## src/rtl/phase_sequencer_if.sv

```systemverilog
// ---------------------------------------------------------------------------
// phase_sequencer_if
//
// Purpose:
//   Bundles the control inputs and phase outputs of the phase sequencer so
//   that a game controller (master) and the sequencer (slave) can be wired
//   through a single port.
//
// Signals:
//   tick          master -> slave  timebase enable, one clk wide
//   start         master -> slave  level; starts a game from IDLE or DONE
//   abort         master -> slave  synchronous return to IDLE
//   answerIn      master -> slave  player-answer pulse (used only in ANSWER)
//   prelimPeriod  slave -> master  high while in PRELIM
//   answerPeriod  slave -> master  high while in ANSWER
//   postPeriod    slave -> master  high while in POST
//   levelChng     slave -> master  high while in PRELIM with level != 0
//   level[2:0]    slave -> master  current 0-based level index
//   timedOut      slave -> master  ANSWER ended by timeout (visible in POST/DONE)
//   done          slave -> master  high while in DONE
// ---------------------------------------------------------------------------
interface phase_sequencer_if;
    logic       tick;
    logic       start;
    logic       abort;
    logic       answerIn;

    logic       prelimPeriod;
    logic       answerPeriod;
    logic       postPeriod;
    logic       levelChng;
    logic [2:0] level;
    logic       timedOut;
    logic       done;

    modport master (
        output tick,
        output start,
        output abort,
        output answerIn,
        input  prelimPeriod,
        input  answerPeriod,
        input  postPeriod,
        input  levelChng,
        input  level,
        input  timedOut,
        input  done
    );

    modport slave (
        input  tick,
        input  start,
        input  abort,
        input  answerIn,
        output prelimPeriod,
        output answerPeriod,
        output postPeriod,
        output levelChng,
        output level,
        output timedOut,
        output done
    );
endinterface

```

## src/rtl/phase_sequencer.sv

```systemverilog
// ---------------------------------------------------------------------------
// phase_sequencer
//
// Purpose:
//   Sequences a multi-level quiz game through the phases
//   IDLE -> PRELIM -> ANSWER -> POST -> (PRELIM of next level | DONE).
//   PRELIM and POST last a fixed number of timebase ticks; ANSWER lasts at
//   most ANSWER_TICKS ticks and ends early on a player answer. Every phase
//   output is decoded straight from registers, so no input ever reaches an
//   output combinationally.
//
// Parameters:
//   PRELIM_TICKS  ticks spent in PRELIM            (1..65535)
//   ANSWER_TICKS  maximum ticks spent in ANSWER    (1..65535)
//   POST_TICKS    ticks spent in POST              (1..65535)
//   NUM_LEVELS    levels per game                  (1..8)
//
// Ports:
//   clk     sole clock, rising-edge
//   resetN  asynchronous active-low reset
//   bus     phase_sequencer_if.slave (controls in, phase outputs out)
// ---------------------------------------------------------------------------
module phase_sequencer #(
    parameter logic [15:0] PRELIM_TICKS = 16'd500,
    parameter logic [15:0] ANSWER_TICKS = 16'd3000,
    parameter logic [15:0] POST_TICKS   = 16'd1000,
    parameter int          NUM_LEVELS   = 8
) (
    input  logic               clk,
    input  logic               resetN,
    phase_sequencer_if.slave   bus
);

    typedef enum logic [2:0] {
        S_IDLE   = 3'd0,
        S_PRELIM = 3'd1,
        S_ANSWER = 3'd2,
        S_POST   = 3'd3,
        S_DONE   = 3'd4
    } state_t;

    localparam logic [15:0] PRELIM_LOAD = PRELIM_TICKS - 16'd1;
    localparam logic [15:0] ANSWER_LOAD = ANSWER_TICKS - 16'd1;
    localparam logic [15:0] POST_LOAD   = POST_TICKS - 16'd1;
    localparam logic [2:0]  LAST_LEVEL  = 3'(NUM_LEVELS - 1);

    state_t      state_q;
    state_t      state_d;
    logic [15:0] cnt_q;
    logic [15:0] cnt_d;
    logic [2:0]  level_q;
    logic [2:0]  level_d;
    logic        timed_out_q;
    logic        timed_out_d;

    // A timed phase finishes on the edge of a ticking cycle with cnt at 0.
    logic        expire;
    assign expire = bus.tick && (cnt_q == 16'd0);

    // -----------------------------------------------------------------------
    // State register
    // -----------------------------------------------------------------------
    always_ff @(posedge clk or negedge resetN) begin
        if (!resetN) begin
            state_q     <= S_IDLE;
            cnt_q       <= 16'd0;
            level_q     <= 3'd0;
            timed_out_q <= 1'b0;
        end else begin
            state_q     <= state_d;
            cnt_q       <= cnt_d;
            level_q     <= level_d;
            timed_out_q <= timed_out_d;
        end
    end

    // -----------------------------------------------------------------------
    // Next-state logic
    // -----------------------------------------------------------------------
    always_comb begin
        state_d     = state_q;
        cnt_d       = cnt_q;
        level_d     = level_q;
        timed_out_d = timed_out_q;

        if (bus.abort) begin
            // Abort outranks everything else, including a simultaneous start.
            state_d     = S_IDLE;
            cnt_d       = 16'd0;
            level_d     = 3'd0;
            timed_out_d = 1'b0;
        end else begin
            case (state_q)
                S_IDLE, S_DONE: begin
                    // A new game always begins at level 0 with a clean flag.
                    if (bus.start) begin
                        state_d     = S_PRELIM;
                        cnt_d       = PRELIM_LOAD;
                        level_d     = 3'd0;
                        timed_out_d = 1'b0;
                    end
                end

                S_PRELIM: begin
                    if (expire) begin
                        state_d = S_ANSWER;
                        cnt_d   = ANSWER_LOAD;
                    end else if (bus.tick) begin
                        cnt_d = cnt_q - 16'd1;
                    end
                end

                S_ANSWER: begin
                    // A player answer wins over a coincident timeout.
                    if (bus.answerIn) begin
                        state_d     = S_POST;
                        cnt_d       = POST_LOAD;
                        timed_out_d = 1'b0;
                    end else if (expire) begin
                        state_d     = S_POST;
                        cnt_d       = POST_LOAD;
                        timed_out_d = 1'b1;
                    end else if (bus.tick) begin
                        cnt_d = cnt_q - 16'd1;
                    end
                end

                S_POST: begin
                    if (expire) begin
                        if (level_q == LAST_LEVEL) begin
                            // DONE keeps level and timedOut for the controller.
                            state_d = S_DONE;
                            cnt_d   = 16'd0;
                        end else begin
                            // POST separates consecutive PRELIMs, so
                            // prelimPeriod/levelChng rise afresh each level.
                            state_d     = S_PRELIM;
                            cnt_d       = PRELIM_LOAD;
                            level_d     = level_q + 3'd1;
                            timed_out_d = 1'b0;
                        end
                    end else if (bus.tick) begin
                        cnt_d = cnt_q - 16'd1;
                    end
                end

                default: begin
                    state_d     = S_IDLE;
                    cnt_d       = 16'd0;
                    level_d     = 3'd0;
                    timed_out_d = 1'b0;
                end
            endcase
        end
    end

    // -----------------------------------------------------------------------
    // Outputs, decoded only from registered state
    // -----------------------------------------------------------------------
    assign bus.prelimPeriod = (state_q == S_PRELIM);
    assign bus.answerPeriod = (state_q == S_ANSWER);
    assign bus.postPeriod   = (state_q == S_POST);
    assign bus.done         = (state_q == S_DONE);
    assign bus.levelChng    = (state_q == S_PRELIM) && (level_q != 3'd0);
    assign bus.level        = level_q;
    assign bus.timedOut     = timed_out_q;

endmodule

```

## src/flat_wrapper.sv

```systemverilog
// flat-port wrapper written by rule: the top's interface ports become plain ports
module phase_sequencer_flat 
#(
    parameter logic [15:0] PRELIM_TICKS = 16'd500,
    parameter logic [15:0] ANSWER_TICKS = 16'd3000,
    parameter logic [15:0] POST_TICKS   = 16'd1000,
    parameter int          NUM_LEVELS   = 8
)
  (clk, resetN, bus_tick, bus_start, bus_abort, bus_answerIn, bus_prelimPeriod, bus_answerPeriod, bus_postPeriod, bus_levelChng, bus_level, bus_timedOut, bus_done);
  phase_sequencer_if bus_i ();
  input  logic clk;
  input  logic resetN;
  input wire logic [$bits(bus_i.tick)-1:0] bus_tick;
  input wire logic [$bits(bus_i.start)-1:0] bus_start;
  input wire logic [$bits(bus_i.abort)-1:0] bus_abort;
  input wire logic [$bits(bus_i.answerIn)-1:0] bus_answerIn;
  output wire logic [$bits(bus_i.prelimPeriod)-1:0] bus_prelimPeriod;
  output wire logic [$bits(bus_i.answerPeriod)-1:0] bus_answerPeriod;
  output wire logic [$bits(bus_i.postPeriod)-1:0] bus_postPeriod;
  output wire logic [$bits(bus_i.levelChng)-1:0] bus_levelChng;
  output wire logic [$bits(bus_i.level)-1:0] bus_level;
  output wire logic [$bits(bus_i.timedOut)-1:0] bus_timedOut;
  output wire logic [$bits(bus_i.done)-1:0] bus_done;
  assign bus_i.tick = bus_tick;
  assign bus_i.start = bus_start;
  assign bus_i.abort = bus_abort;
  assign bus_i.answerIn = bus_answerIn;
  assign bus_prelimPeriod = bus_i.prelimPeriod;
  assign bus_answerPeriod = bus_i.answerPeriod;
  assign bus_postPeriod = bus_i.postPeriod;
  assign bus_levelChng = bus_i.levelChng;
  assign bus_level = bus_i.level;
  assign bus_timedOut = bus_i.timedOut;
  assign bus_done = bus_i.done;
  phase_sequencer #(.PRELIM_TICKS(PRELIM_TICKS), .ANSWER_TICKS(ANSWER_TICKS), .POST_TICKS(POST_TICKS), .NUM_LEVELS(NUM_LEVELS)) u_core (.clk(clk), .resetN(resetN), .bus(bus_i));
endmodule
```

## config.mk

```make
export PLATFORM = sky130hd
export DESIGN_NAME = phase_sequencer_flat
export DESIGN_NICKNAME = d
export VERILOG_FILES = /design/src/rtl/phase_sequencer_if.sv /design/src/rtl/phase_sequencer.sv /design/src/flat_wrapper.sv
export SDC_FILE = /design/constraint.sdc
export NUM_CORES = 1
export LEC_CHECK = 0
export ABC_AREA = 1
export ABC_CLOCK_PERIOD_IN_PS = 4650
export BUFFER_PORTS_ARGS = -buffer_cell sky130_fd_sc_hd__buf_2
export CELL_PAD_IN_SITES_DETAIL_PLACEMENT = 2
export CELL_PAD_IN_SITES_GLOBAL_PLACEMENT = 2
export CORE_UTILIZATION = 36
export DETAILED_ROUTE_END_ITERATION = 8
export GPL_ROUTABILITY_DRIVEN = 1
export PLACE_DENSITY_LB_ADDON = 0.1
export SETUP_SLACK_MARGIN = 0.3
export SLEW_MARGIN = 20
export SYNTH_ARGS = -nofsm -noshare
export SYNTH_HDL_FRONTEND = slang
export SYNTH_SLANG_ARGS = --single-unit
```

## constraint.sdc

```tcl
create_clock -name clk -period 4.65 [get_ports clk]
set_input_delay 0.465 -clock clk [delete_from_list [all_inputs] [get_ports clk]]
set_output_delay 0.465 -clock clk [all_outputs]
set_load 0.01 [all_outputs]
```

==> flow_summary.toml, run 1 <==
[outcome]
status = "complete, no violations"

[timing]
holdWs_ns = 0.177
slew_viol_final = 0
finalHoldViolCount = 0
relSlewSlack = 0.623
max_freq_mhz = 509
timing.clock.skew_ns = 0.00152
setup_violations = 0
fin_crit_ns = 1.97
worst_pin_slew_ns = 0.566
rsz0062_at_grt = "false"
fin_ws_ns = 2.68
finalCritPeriodShare = 0.423
fin_tns_setup_ns = 0

[critical_path]
r2r-start = "u_core.state_q[1]$_DFFE_PN0P_"
cp_common_cell = "nor2_1"
start_kind = "flop"
path_buf_inv = 2
crit_fanout = 5
crit_family = "simple AND/OR/NAND/NOR gates"
reg2regPathDepth = 6
crit_end = "bus_done"
crit_cells = 4
required_ns = 4.18
regToRegSetupSlack_ns = 2.78
cp_slowest_cell = "dfrtp_1"
arrival_ns = 1.50
worstSetupStartpoint = "u_core.state_q[1]$_DFFE_PN0P_"
cp_cell_sequence = "nor2_1 > inv_1 > nor2_1 > buf_2"
path_class = "reg -> out"
timing.rr.end = "u_core.cnt_q[10]$_DFFE_PN0N_"
end_kind = "output pin"
cp_slowest_stage_delay_ns = 0.43

[routing]
antenna_left = 0
wl_met1_um = 2810
via_per_inst = 4.95
via_count = 1718
wl_per_cell_um = 15.8
dr_wl_met3_um = 66
top_layer = "met4"
routed_wl_um = 5480
first_pass_iters = 4
met2_length_um = 2560
route.detailed.drc = 0
drtIter0Drc = 34

[logic_synthesis]
synth_common_cells = "nand2_1 (84), inv_1 (34), nor2_1 (32)"
synth-seq-cells = 23
seq_area_frac_synth = 0.323
yosys.area.top_type = "dfrtp_1"
syn_nets = 273
synthCells = 263
synth_edf_count = 0
yosysTopAreaCellShare = 0.323
yosysWarnings = 0
synth_cell_types = 30
synthArstFlopShare = 1.00
syn_avg_cell_area_um2 = 6.77
netlist_area_um2 = 1780
ys_top_cells_by_area = "dfrtp_1 (32%), nand2_1 (18%), inv_1 (7.2%), nor2_1 (6.7%), nand3_1 (5.9%)"
yosysMostFrequentCell = "nand2_1"
ys.flop_type = "dfrtp_1"

[layout]
layout.cells.non_filler = 347
area_delta_synth_final_pct = 10.8
final_nets = 291
drive_above_1_share = 0.157
fillers = 613
antennaDiodeCount = 0

[clock_network]
cts.clk_slew.worst_paths_ns = 0.09
cts_tree = "done"
cts-root-buf = "clkbuf_8"
clock_latency_ns = 0.27
clockBufferDepth = 2
hold_buffers = 0
cts_made_buffers = 3
cts_max_level = 1
post_cts_buffers = 0
cts_sinks = 23
cts-resized-gates = 0

[worst_hold_path]
worstHoldPathType = "in -> async"

[global_route]
grt_overflow = 0
grt_pass1_vias = 1878
grt_pass1_wl_um = 9360
antenna_found_initial = 0
grt_start_max_net_pins = 24
grt.total_usage = 0.234

[floorplanning]
die_area_um2 = 5230
ioPinCount = 15
initial_core_util = 0.374
core_area_um2 = 4750
die_w_um = 72.3
num_rows = 25
die_h_um = 72.3

[power_and_ir_drop]
power_density_nw_per_um2 = 622
irDropWorstVdd_mv = 0.234
p_leak_nw = 1.01
report.power.total_w = 0.00123

[placement]
hpwl_um = 4440
port_buffers = 14
pre_cts_ws_ns = 2.79
place_congestion = 0.794
place_inst = 343

[run]
cap_viol_max_count = 0
state kept, by name, summed over array words and instances (netlist names):
signal,cells
u_core.cnt_q,16
u_core.bus.level,3
u_core.state_q,3
u_core.bus.timedOut,1
layer usage:
| metal | vias up | GRT usage |
|---|---|---|
| li1 | 873 | - |
| met1 | 830 | 0.329 |
| met2 | 11 | 0.395 |
| met3 | 4 | 0.0167 |
| met4 | 0 | 0.0523 |
| met5 | - | 0 |
report_power, final:
group	internal, W	switching, W	total (W)	leakage (nW)
Sequential	0.000253	0.0000683	0.000321	0.310
Clock	0.0000600	0.0000711	0.000131	0.0255
Combinational	0.000239	0.000536	0.000775	0.677
cell usage in the layout, fill, tap and decap left out:
cell type	count
clkinv_4	1
o21ai_0	5
nand2_2	7
or2_0	1
ha_1	4
buf_2	14
nor2_2	5
nand3_1	21
nand4_4	1
o21ai_2	1
o21ai_1	7
nor4_1	1
inv_1	34
nand4_1	7
nor2_1	32
nor2_4	1
nand2_1	84
xor2_1	4
a31oi_1	1
nor3_2	1
o21bai_1	1
xnor2_1	1
nor3_1	1
nand2_4	2
clkbuf_8	3
clkinv_2	2
dfrtp_1	23
o211ai_1	1
nand3_4	4
nand3_2	2
a21oi_1	8
metrics by stage:
step / utilization / cell area [um^2]
finish: 0.415 / 1970
global route: 0.415 / 1970
CTS: 0.415 / 1970
detailed placement: 0.405 / 1930
global placement: 0.405 / 1930
floorplan: - / 1780
layout make-up:
class	instances	area, um^2	area share
multi-input combinational	203	1060	0.535
sequential	23	576	0.292
inverter	36	141	0.0717
tap	67	83.8	0.0425
timing repair buffer	14	70.1	0.0355
clock buffer	3	41.3	0.0209
clock inverter	1	5.00	0.00254
how the worst min path moves through the flow:
stage                                          from                               to  slack [ns]
floorplan                                    resetN  u_core.bus.level[0]$_DFFE_PN0P_        0.17
global placement    u_core.bus.timedOut$_DFFE_PN0P_  u_core.bus.timedOut$_DFFE_PN0P_        0.47
detailed placement  u_core.bus.timedOut$_DFFE_PN0P_  u_core.bus.timedOut$_DFFE_PN0P_        0.48
CTS                                          resetN      u_core.cnt_q[7]$_DFFE_PN0N_        0.19
global route                                 resetN      u_core.cnt_q[7]$_DFFE_PN0N_        0.22
finish                                       resetN      u_core.cnt_q[7]$_DFFE_PN0N_        0.18
kinds of logic after synthesis:
| kind of cell | count (synthesis) | share of synthesized area |
|---|---|---|
| flops | 23 | 0.323 |
| fa+ha+maj | 4 | 0.0281 |
| xor+xnor | 5 | 0.0246 |
| simple gates | 170 | 0.467 |
| compound gates | 24 | 0.0731 |
| buf+inv | 37 | 0.0836 |
(Power assumes the default switching activity.)
==> run 2, diff against run 1 <==
- ABC_CLOCK_PERIOD_IN_PS: 4650 -> 1900
- CORE_UTILIZATION: 36 -> 33
- clock period: 4.65 -> 1.9 ns (I/O delays scaled with it)
==> run 2 against run 1 <==
Net effect: worst setup slack got worse by 2.5 ns; sequential power rose to 2.6 times the previous value; wire length rose by 39%; register-to-register slack got worse by 2.6 ns; sequential share of layout area fell by 5.0 points; largest cell class unchanged.
==> flow_summary.toml, run 2 (synthesis gave the netlist of run 1 again) <==
[outcome]
status = "complete, no violations"

[floorplanning]
ioPinCount = 15
die_h_um = 75.5
num_rows = 26
initial_core_util = 0.346
die_area_um2 = 5690
core_area_um2 = 5140
die_w_um = 75.5

[timing]
fin_tns_setup_ns = 0
relSlewSlack = 0.599
fin_ws_ns = 0.151
finalCritPeriodShare = 0.920
finalHoldViolCount = 0
worst_pin_slew_ns = 0.601
max_freq_mhz = 572
slew_viol_final = 0
timing.clock.skew_ns = 0.0106
setup_violations = 0
rsz0062_at_grt = "true"
fin_crit_ns = 1.75

[critical_path]
cp_slowest_cell = "dfrtp_1"
cp_common_cell = "nand2_1"
timing.rr.end = "u_core.cnt_q[8]$_DFFE_PN0N_"
reg2regPathDepth = 12
crit_fanout = 4
cp_slowest_stage_delay_ns = 0.41
path_class = "reg -> reg"
r2r-start = "u_core.cnt_q[0]$_DFFE_PN0N_"
cp_cell_sequence = "inv_2 > ha_4 > nand3_4 > nor2_4 > buf_4 > nand3_1 > nand2_1 > nand3_1 > nand2_1 > nand2_1 > nand2_1 > nand2_1"
arrival_ns = 1.94
regToRegSetupSlack_ns = 0.15
start_kind = "flop"
end_kind = "flop"
required_ns = 2.09

[worst_hold_path]
hp-start = "bus_abort"
whs_path_depth = 4
worstHoldPathType = "in -> reg"
holdPathEnd = "u_core.state_q[0]$_DFFE_PN0P_"

[power_and_ir_drop]
power_density_nw_per_um2 = 1710
irDropWorstVdd_mv = 0.638
p_leak_nw = 1.17

[global_route]
grt_pass1_wl_um = 10900
antenna_found_initial = 0
grt_overflow = 0
grt_pass1_vias = 2016
grt.total_usage = 0.264
grt_start_max_net_pins = 24

[layout]
area_delta_synth_final_pct = 35.2
drive_above_1_share = 0.353
antennaDiodeCount = 0
final_cell_mix = "nand2_1 (78), buf_4 (27), inv_1 (26)"
final_common_cell = "nand2_1"
largest_reg_flops = 16
final_nets = 323
fillers = 631
regMostFlops = "u_core.cnt_q"

[routing]
via_per_inst = 5.22
antenna_left = 0
wl_per_cell_um = 19.9
route.detailed.drc = 0
drtIter0Drc = 82
via_count = 1994
first_pass_iters = 4
routed_wl_um = 7600

[clock_network]
clock_latency_ns = 0.28
cts_made_buffers = 3
cts_sinks = 23
cts_max_level = 1
cts.clk_slew.worst_paths_ns = 0.10
cts_tree = "done"
cts-root-buf = "clkbuf_8"
clockBufferDepth = 2

[placement]
hpwl_um = 4970
place_congestion = 0.849
pre_cts_ws_ns = 0.0161
port_buffers = 14

[run]
cap_viol_max_count = 0
-- run 2: cell count changes in the layout (fill, tap and decap cells not counted), moves of 6 or more --
cell and delta:
buf_4 +27, inv_1 -8, inv_2 +8, nand2_1 -6, nor2_1 -11, nor2_4 +9
-- run 2: layout make-up --
type                       instances  area, um^2  area share
multi-input combinational        204        1230       0.509
sequential                        23         582       0.242
timing repair buffer              45         323       0.134
inverter                          36         143      0.0593
tap                               70        87.6      0.0364
clock buffer                       3        41.3      0.0172
clock inverter                     1        5.00     0.00208
-- run 2: how the worst max path moves through the flow --
stage                                             end                   startpoint  cells past startpoint  slack, ns
after floorplan           u_core.cnt_q[1]$_DFFE_PN0N_  u_core.cnt_q[0]$_DFFE_PN0N_                     11       0.35
after global placement    u_core.cnt_q[8]$_DFFE_PN0N_  u_core.cnt_q[0]$_DFFE_PN0N_                     11       0.10
after detailed placement  u_core.cnt_q[7]$_DFFE_PN0N_  u_core.cnt_q[0]$_DFFE_PN0N_                     11       0.02
after CTS                 u_core.cnt_q[7]$_DFFE_PN0N_  u_core.cnt_q[1]$_DFFE_PN0N_                     11       0.24
after global routing      u_core.cnt_q[8]$_DFFE_PN0N_  u_core.cnt_q[0]$_DFFE_PN0N_                     12       0.06
final                     u_core.cnt_q[8]$_DFFE_PN0N_  u_core.cnt_q[0]$_DFFE_PN0N_                     12       0.15
-- run 2: per-layer routing --
metal / share of wire / track usage
met1: 0.45 / 0.376
met2: 0.50 / 0.444
met3: 0.031 / 0.0212
met4: 0.016 / 0.0453
met5: 0 / 0
-- run 2: critical path, delay by kind of cell, from the launching register on --
family | cells | cell delay [ns]
and+or+nand+nor | 9 | 0.85
DFF | 1 | 0.41
adders and majority gates | 1 | 0.16
buffers and inverters | 2 | 0.24
-- run 2: power breakdown --
part | leakage, nW | total, W | switching [W] | internal [W]
Combinational | 0.846 | 0.00293 | 0.00181 | 0.00112
Sequential | 0.303 | 0.000848 | 0.000222 | 0.000626
Clock | 0.0255 | 0.000342 | 0.000194 | 0.000148
-- run 2: repair_timing --
| item | in CTS | in global routing |
|---|---|---|
| endpoints found under the setup margin | 27 | 28 |
| buffers inserted | 15 | 7 |
| gates cloned | 1 | 0 |
| hold buffers | 1 | 0 |
| resized for setup | 32 | 26 |
| endpoints found under the hold margin | 23 | 0 |
| pin swaps | 8 | 6 |
-- run 2: through the flow --
step / cell area, um^2 / cells / hold slack (ns) / total power (W) / utilization
CTS: 2270 / 375 / 0.295 / 0.00369 / 0.441
detailed placement: 1990 / 354 / 0.223 / 0.00286 / 0.387
floorplan: 1780 / 263 / -0.106 / 0.00217 / -
global route: 2410 / 382 / 0.329 / 0.00440 / 0.468
finish: 2410 / 382 / 0.303 / 0.00412 / 0.468
global placement: 1990 / 354 / 0.225 / 0.00279 / 0.387
==> run 3, diff against run 2 <==
- RECOVER_POWER: not set -> 50
==> run 3 against run 2 <==
Net effect: sequential power barely moved; sequential cell count stayed put; cell count is the same; wire length about the same; sequential share of layout area increased by 0.050 points; design area shrank 0.21%; clock power about the same; die area stayed put; via count grew 0.10%; worst hold slack about the same; largest cell class unchanged; largest power group unchanged.
==> flow_summary.toml, run 3 (synthesis gave the netlist of run 1 again) <==
[outcome]
status = "complete, no violations"

[placement]
place_inst = 354
place_congestion = 0.849
hpwl_um = 4970
port_buffers = 14

[clock_network]
clockBufferDepth = 2
cts_tree = "done"
cts-root-buf = "clkbuf_8"
cts_sinks = 23
cts_made_buffers = 3
cts_max_level = 1
clock_latency_ns = 0.28
cts.clk_slew.worst_paths_ns = 0.10

[timing]
fin_tns_setup_ns = 0
rsz0062_at_grt = "true"
setup_violations = 0
relSlewSlack = 0.555
finalHoldViolCount = 0
fin_crit_ns = 1.75
finalCritPeriodShare = 0.920
timing.clock.skew_ns = 0.0106
slew_viol_final = 0
worst_pin_slew_ns = 0.668
max_freq_mhz = 572

[critical_path]
path_buf_inv = 2
cp_slowest_stage_delay_ns = 0.41
r2r-start = "u_core.cnt_q[0]$_DFFE_PN0N_"
arrival_ns = 1.94
worstSetupStartpoint = "u_core.cnt_q[0]$_DFFE_PN0N_"
cp_slowest_cell = "dfrtp_1"
required_ns = 2.09
cp_common_cell = "nand2_1"
path_class = "reg -> reg"
start_kind = "flop"
end_kind = "flop"
crit_fanout = 4
cp_cell_sequence = "inv_2 > ha_4 > nand3_4 > nor2_4 > buf_4 > nand3_1 > nand2_1 > nand3_1 > nand2_1 > nand2_1 > nand2_1 > nand2_1"
crit_family = "simple AND/OR/NAND/NOR gates"

[layout]
largest_reg_flops = 16
final_common_cell = "nand2_1"
area.sequential_um2 = 582
multi_input_area_um2 = 1230
final_cell_mix = "nand2_1 (78), buf_4 (27), inv_1 (26)"
final_nets = 323
layout.cells.non_filler = 382
antennaDiodeCount = 0
drive_above_1_share = 0.340
area_delta_synth_final_pct = 34.9
regMostFlops = "u_core.cnt_q"
fillers = 632

[power_and_ir_drop]
power_density_nw_per_um2 = 1710
p_leak_nw = 1.16
irDropWorstVdd_mv = 0.638

[routing]
via_count = 1996
first_pass_iters = 4
routed_wl_um = 7600
via_per_inst = 5.23
route.detailed.drc = 0
antenna_left = 0
drtIter0Drc = 80
wl_per_cell_um = 19.9

[global_route]
antenna_found_initial = 0
grt_overflow = 0
grt.total_usage = 0.264
grt_start_max_net_pins = 24
grt_pass1_vias = 2016
grt_pass1_wl_um = 10900

[floorplanning]
die_h_um = 75.5
die_area_um2 = 5690
die_w_um = 75.5
num_rows = 26
initial_core_util = 0.346
core_area_um2 = 5140
ioPinCount = 15

[worst_hold_path]
hp-start = "bus_abort"
worstHoldPathType = "in -> reg"

[run]
cap_viol_max_count = 0
[run 3: worst paths after layout]
check	slack (ns)	cells past startpoint	endpoint
max in group asynchronous	0.97	2	u_core.cnt_q[10]$_DFFE_PN0N_
hold reg to reg	0.52	2	u_core.bus.timedOut$_DFFE_PN0P_
min in group asynchronous	0.46	2	u_core.cnt_q[2]$_DFFE_PN0N_
setup reg to reg	0.15	12	u_core.cnt_q[8]$_DFFE_PN0N_
setup / recovery	0.15	12	u_core.cnt_q[8]$_DFFE_PN0N_
hold / removal	0.30	4	u_core.state_q[0]$_DFFE_PN0P_
[run 3: tightest hold or removal path, cell delays in order]
cell and delay (ns):
buf_2 0.16, a21oi_1 0.08, nand2_2 0.07, o21ai_2 0.04
[run 3: routing by layer]
| metal | global-route usage | share of wire |
|---|---|---|
| met5 | 0 | 0 |
| met4 | 0.0453 | 0.014 |
| met3 | 0.0212 | 0.031 |
| met2 | 0.444 | 0.50 |
| met1 | 0.376 | 0.45 |
[run 3: what timing repair did]
action                                  in CTS  in global routing
hold buffers                                 1                  0
resized for setup                           32                 26
endpoints found under the setup margin      27                 28
hold endpoints to repair                    23                  0
setup buffers                               15                  7
gates cloned                                 1                  0
pin swaps                                    8                  6
[run 3: final cells by class]
class | instances | area share
well taps | 70 | 0.0365
multi-input cells | 204 | 0.510
clock inverters | 1 | 0.00208
flip-flops and latches | 23 | 0.242
repair buffers | 45 | 0.132
inverters | 36 | 0.0594
clock buffers | 3 | 0.0172
[run 3: where the power goes]
part	internal, W	switching (W)	leakage, nW
Combinational	0.00111	0.00181	0.829
Clock	0.000148	0.000194	0.0255
Sequential	0.000626	0.000222	0.303
[run 3: metrics by stage]
stage	worst slack, ns	hold slack, ns	utilization	power, W	area (um^2)
after floorplan	0.345	-0.106	-	0.00217	1780
after global placement	0.102	0.225	0.387	0.00279	1990
after detailed placement	0.0161	0.223	0.387	0.00286	1990
after CTS	0.236	0.295	0.441	0.00369	2270
after global routing	0.0594	0.329	0.467	0.00440	2400
final	0.151	0.303	0.467	0.00411	2400
